===== config.mk =====
export PLATFORM = sky130hd
export DESIGN_NAME = hpdcache_beat_upsizer
export DESIGN_NICKNAME = d
export VERILOG_FILES = /design/src/rtl/hpdcache_beat_upsizer.sv
export SDC_FILE = /design/constraint.sdc
export NUM_CORES = 1
export LEC_CHECK = 0
export CORE_MARGIN = 4
export CORE_UTILIZATION = 43
export CTS_CLUSTER_DIAMETER = 100
export DETAILED_ROUTE_END_ITERATION = 12
export GPL_ROUTABILITY_DRIVEN = 0
export MAX_ROUTING_LAYER = met4
export PLACE_DENSITY = 0.87
export SETUP_SLACK_MARGIN = 0.02
export SYNTH_ARGS = -nofsm -noshare
export SYNTH_HDL_FRONTEND = slang
export SYNTH_SLANG_ARGS = --single-unit

===== constraint.sdc =====
create_clock -name clk_i -period 10.35 [get_ports clk_i]
set_input_delay 2.5875 -clock clk_i [delete_from_list [all_inputs] [get_ports clk_i]]
set_output_delay 2.5875 -clock clk_i [all_outputs]
set_load 0.01 [all_outputs]

===== src/rtl/hpdcache_beat_upsizer.sv =====
// Packs narrow beats into one wide entry and pushes it through the w/wok handshake.
// Entry is presented one cycle after its final beat; while it is held, in_ready_o follows out_wok_i.
`timescale 1ns/1ps
module hpdcache_beat_upsizer #(
    parameter int unsigned BEAT_W = 64,
    parameter int unsigned RATIO  = 4,
    parameter int unsigned CNT_W  = $clog2(RATIO + 1)
) (
    input  logic                      clk_i,
    input  logic                      rst_i,
    input  logic                      in_valid_i,
    output logic                      in_ready_o,
    input  logic [BEAT_W-1:0]         in_data_i,
    input  logic                      in_last_i,
    output logic                      out_w_o,
    input  logic                      out_wok_i,
    output logic [BEAT_W*RATIO-1:0]   out_wdata_o,
    output logic [CNT_W-1:0]          out_beats_o
);

    localparam int unsigned IDX_W = $clog2(RATIO);

    typedef enum logic {FILL, FULL} state_e;

    state_e                         state_q, state_d;
    logic [IDX_W-1:0]               cnt_q, cnt_d, wr_idx;
    logic [CNT_W-1:0]               beats_q, beats_d;
    logic [RATIO-1:0][BEAT_W-1:0]   data_q, data_d;
    logic                           accept, done;

    assign in_ready_o  = (state_q == FILL) || out_wok_i;
    assign out_w_o     = (state_q == FULL);
    assign out_wdata_o = data_q;
    assign out_beats_o = beats_q;
    assign accept      = in_valid_i && in_ready_o;

    // A beat accepted while the held entry drains always starts a fresh entry at slot 0.
    assign wr_idx = (state_q == FULL) ? '0 : cnt_q;
    assign done   = in_last_i || (wr_idx == IDX_W'(RATIO - 1));

    always_comb begin
        state_d = state_q;
        cnt_d   = cnt_q;
        beats_d = beats_q;
        data_d  = data_q;

        if (state_q == FULL && out_wok_i) begin
            state_d = FILL;
            cnt_d   = '0;
        end

        if (accept) begin
            if (wr_idx == '0) begin
                data_d = '0;
            end
            data_d[wr_idx] = in_data_i;
            if (done) begin
                state_d = FULL;
                beats_d = CNT_W'(wr_idx) + CNT_W'(1);
                cnt_d   = '0;
            end else begin
                cnt_d = wr_idx + IDX_W'(1);
            end
        end
    end

    always_ff @(posedge clk_i or posedge rst_i) begin
        if (rst_i) begin
            state_q <= FILL;
            cnt_q   <= '0;
            beats_q <= '0;
            data_q  <= '0;
        end else begin
            state_q <= state_d;
            cnt_q   <= cnt_d;
            beats_q <= beats_d;
            data_q  <= data_d;
        end
    end

`ifndef SYNTHESIS
    hold_stable_a: assert property (@(posedge clk_i) disable iff (rst_i)
        (out_w_o && !out_wok_i) |=> ($stable(out_wdata_o) && $stable(out_beats_o)));

    beats_range_a: assert property (@(posedge clk_i) disable iff (rst_i)
        out_w_o |-> (out_beats_o >= CNT_W'(1) && out_beats_o <= CNT_W'(RATIO)));

    fill_ready_a: assert property (@(posedge clk_i) disable iff (rst_i)
        (state_q == FILL) |-> in_ready_o);
`endif

endmodule

# Word-level counts from Yosys, hierarchy flattened
# Cells that the tools add are included.
dict set report op_classes {
  n_reduce_logical 8
  n_addsub 2
  eq_ne 1
  n_mux 12
  bitwise 1
  order_cmp 2
}
# cell count
set ops {}
lappend ops {{2-to-1 mux 256 bit} 2}
lappend ops {{bitwise mux 256 bit} 1}
lappend ops {{demux 64 bit (select 2 bit)} 1}
lappend ops {{2-to-1 mux 64 bit} 1}
lappend ops {{2-to-1 mux 2 bit} 4}
lappend ops {{adder 2 x 1 -> 3 bit, second input constant} 1}
lappend ops {{logical AND 1 bit} 3}
lappend ops {{< comparator 2 x 3 -> 1 bit, second input constant} 1}
lappend ops {{2-to-1 mux 1 bit} 3}
lappend ops {{adder 2 x 1 -> 2 bit, second input constant} 1}
lappend ops {{equality test 2 bit, second input constant} 1}
lappend ops {{>= comparator 2 x 1 -> 1 bit, second input constant} 1}
lappend ops {{logical NOT 2 bit} 1}
lappend ops {{logical OR 1 bit} 2}
lappend ops {{AND reduction 2 bit} 1}
lappend ops {{nonzero test 2 bit} 1}
lappend ops {{NOT 1 bit} 1}
dict set report totals {
  elab_cells 33
  in_bits 69
  register_bits 262
}

# Depth between registers and ports, before layout
dict set report depth {
  depth_word 6
  depth_mapped 8
  mapped_depth_nobuf 5
}

# Worst setup path after synthesis
# Ideal clock, no wire load.
dict set report synth_timing {
  path_kind {input port to output port}
  from {in out_wok_i}
  to {out in_ready_o}
  slack_ps 4876
  path_buffers 1
  t_arrival_ps 2886
  path_stages 3
  t_required_ps 7763
  path_cell_list {nor2b_1 -> buf_2 -> inv_4}
}
dict set report synth_via {
  elab_chain_len 1
}
# element line_no
set synth_lines {}
lappend synth_lines {{start, declared} 16} ;# input logic out_wok_i,
lappend synth_lines {{logical OR 1 bit} 31} ;# assign in_ready_o = (state_q == FILL) || out_wok_i;
lappend synth_lines {{end, declared} 12} ;# output logic in_ready_o,
# Every way passes these cells.

# Worst setup path after layout
# Ends and elaborated chain as after synthesis.

==> flow_metrics.env <==
export IMPL_status="complete, no violations"
export IMPL_die_x_um=171
export IMPL_r2r_setup_slack_ns=6.77
export IMPL_rows=59
export IMPL_drc=0
export IMPL_p_leak_uw=0.00687
export IMPL_io_pins=330
export IMPL_ant_nets=0
export IMPL_ys_ff_latch=262
export IMPL_grt_total_usage=0.239
export IMPL_mostFrequentLayoutCell="clkdlybuf4s50_1"
export IMPL_hold_depth=2
export IMPL_synth_cell_type_count=29
export IMPL_dr_pass1_iters=5
export IMPL_ys_seq_area_frac=0.574
export IMPL_grt_antenna_before_repair=0
export IMPL_tns_ns=0
export IMPL_yosys_warnings=0
export IMPL_synth_top_area_frac=0.574
export IMPL_required_ns=7.76
export IMPL_rsz0062_at_grt="no"
export IMPL_grt_pass1_vias=9472
export IMPL_ys_top_cells_by_area="dfrtp_1 (57%), o31ai_1 (8.4%), mux2_4 (7.9%)"
export IMPL_cp_max_fo=9
export IMPL_post_cts_resized=0
export IMPL_drv_slew=0
export IMPL_finalSetupViolCount=0
export IMPL_die_area_um2=29300
export IMPL_worstSetupStartpoint="out_wok_i"
export IMPL_power_per_cell_area_nw_per_um2=190
export IMPL_worst_slack_ns=3.87
export IMPL_crit_type="input pin to output pin"
export IMPL_most_common_layout_cells="clkdlybuf4s50_1 (329), dfrtp_1 (262), nand2_1 (194), o21ai_0 (130), o31ai_1 (128)"
export IMPL_worstReg2RegStart="out_w_o"
export IMPL_syn2layout_area_growth_pct=38.2
export IMPL_drt_iter0_drc=767
export IMPL_cts_tree="yes"
export IMPL_coreArea_um2=26100
export IMPL_fin_nets=1385
export IMPL_synth_cells=1028
export IMPL_yosysTopAreaCell="dfrtp_1"
export IMPL_grt_pass1_wl_um=54700
export IMPL_drive_gt1_frac=0.106
export IMPL_syn_nets=1102
export IMPL_cts_setup_buffers=0
export IMPL_drv_cap=0
export IMPL_ff2ff_path_depth=7
export IMPL_place_ws_ns=3.88
export IMPL_place_inst=1616
export IMPL_hp_class="flip-flop to flip-flop"
export IMPL_crit_path_end_kind="output pin"
export IMPL_synth_cell_area_um2=11400
export IMPL_overflow=0
export IMPL_holdPathEnd="out_wdata_o[123]"
export IMPL_max_slew_margin=0.384
export IMPL_die_y_um=171
export IMPL_clk_pin_slew_ns=0.06
export IMPL_num_vias=9324
export IMPL_clock_sinks=262
export IMPL_clock_skew_ns=0.0112
export IMPL_min_period_ns=6.48
export IMPL_fillCellCount=2049
export IMPL_initial_core_util=0.437
export IMPL_port_buffers=329
export IMPL_tightest_slew_ns=0.924
export IMPL_fin_crit_sh=0.626
export IMPL_antennaDiodeCount=0
export IMPL_clock_fmax_mhz=154
export IMPL_syn_area_per_cell_um2=11.1
export IMPL_cts_root_buf="clkbuf_16"
export IMPL_insertion_delay_ns=0.53
export IMPL_whs_ns=0.502
export IMPL_hold_violations=0
export IMPL_via_per_inst=5.59
export IMPL_hold_buffers=0
export IMPL_dpl_hpwl_um=23200
export IMPL_grt_max_degree=133
export IMPL_wl_per_cell_um=21.3
export IMPL_numCtsBuffers=28
export IMPL_totalWireLength_um=35500
export IMPL_max_clock_path_buffers=3
export IMPL_htreeDepth=1
export IMPL_critPathLaunchType="input pin"
export IMPL_ir_worst_vdd_uv=104
export IMPL_reg2reg_to="out_wdata_o[226]"
export IMPL_critical_path_arrival_ns=3.89
export IMPL_fin_cells=1667
export IMPL_hp_start="out_wdata_o[123]"
==> final cells by class <==
| cell class | count | area, um^2 | share of cell area |
|---|---|---|---|
| Clock buffer | 39 | 843 | 0.0534 |
| Clock inverter | 12 | 118 | 0.00744 |
| Inverter | 71 | 279 | 0.0177 |
| Multi-Input combinational cell | 605 | 4180 | 0.264 |
| Sequential cell | 262 | 6560 | 0.415 |
| Tap cell | 335 | 419 | 0.0265 |
| Timing Repair Buffer | 343 | 3410 | 0.216 |
==> stage by stage <==
stage	util	power, uW	area (um^2)
after global placement	0.568	1970	14800
after detailed placement	0.568	1990	14800
after CTS	0.605	3020	15800
after global routing	0.605	3120	15800
final	0.605	3000	15800
after floorplan	-	1600	11400
==> routing by layer <==
metal  share of wire  global-route usage
met3           0.068              0.0471
met4           0.036              0.0806
met2            0.49               0.381
met1            0.41               0.310
met5               0                   -
==> cell usage after synthesis <==
| library cell | instances |
|---|---|
| dfrtp_1 | 262 |
| nand2_1 | 194 |
| o21ai_0 | 130 |
| o31ai_1 | 128 |
| inv_1 | 70 |
| mux2i_1 | 65 |
| mux2_4 | 60 |
| clkbuf_1 | 53 |
| buf_2 | 17 |
| buf_6 | 12 |
| buf_1 | 6 |
| ha_1 | 5 |
| mux2_2 | 5 |
| nor2b_1 | 3 |
| buf_4 | 2 |
| nand2b_1 | 2 |
| nand3_2 | 2 |
| a211oi_1 | 1 |
| a31oi_1 | 1 |
| a32o_1 | 1 |
| inv_4 | 1 |
| nand3_1 | 1 |
| nand3_4 | 1 |
| nand3b_1 | 1 |
| nor2_1 | 1 |
| nor3_1 | 1 |
| nor3b_1 | 1 |
| o211ai_1 | 1 |
| o41ai_1 | 1 |
==> worst max-delay path by stage <==
stage                 endpoint  slack (ns)  depth (start not counted)
finish              in_ready_o        3.87                          4
global placement    in_ready_o        3.91                          4
CTS                 in_ready_o        3.87                          4
global route        in_ready_o        3.83                          4
floorplan             cnt_q[0]        0.55                          1
detailed placement  in_ready_o        3.88                          4
==> logic make-up (layout without fill, tap and decap cells) <==
kind of cell | Yosys count | after routing | synth area share
AO/OA/AOI/OAI | 263 | 263 | 0.144
flip-flops | 262 | 262 | 0.574
multiplexers | 130 | 130 | 0.141
AND/OR/NAND/NOR | 207 | 207 | 0.0722
buffers and inverters | 161 | 465 | 0.0635
adder cells (fa/ha/maj) | 5 | 5 | 0.00547
==> report_power, final <==
group / switching (uW) / internal (uW)
Sequential: 76.9 / 1150
Combinational: 356 / 391
Clock: 406 / 617
==> state kept, by name, indices dropped and copies added (netlist names) <==
register,flops
out_wdata_o,256
out_beats_o,3
cnt_q,2
out_w_o,1
==> worst max-delay path, cell delays in order <==
cell and delay, ns:
clkdlybuf4s50_1 0.55, nor2b_4 0.07, inv_4 0.12, clkdlybuf4s50_1 0.56
Power figures use the tool's default switching activity.
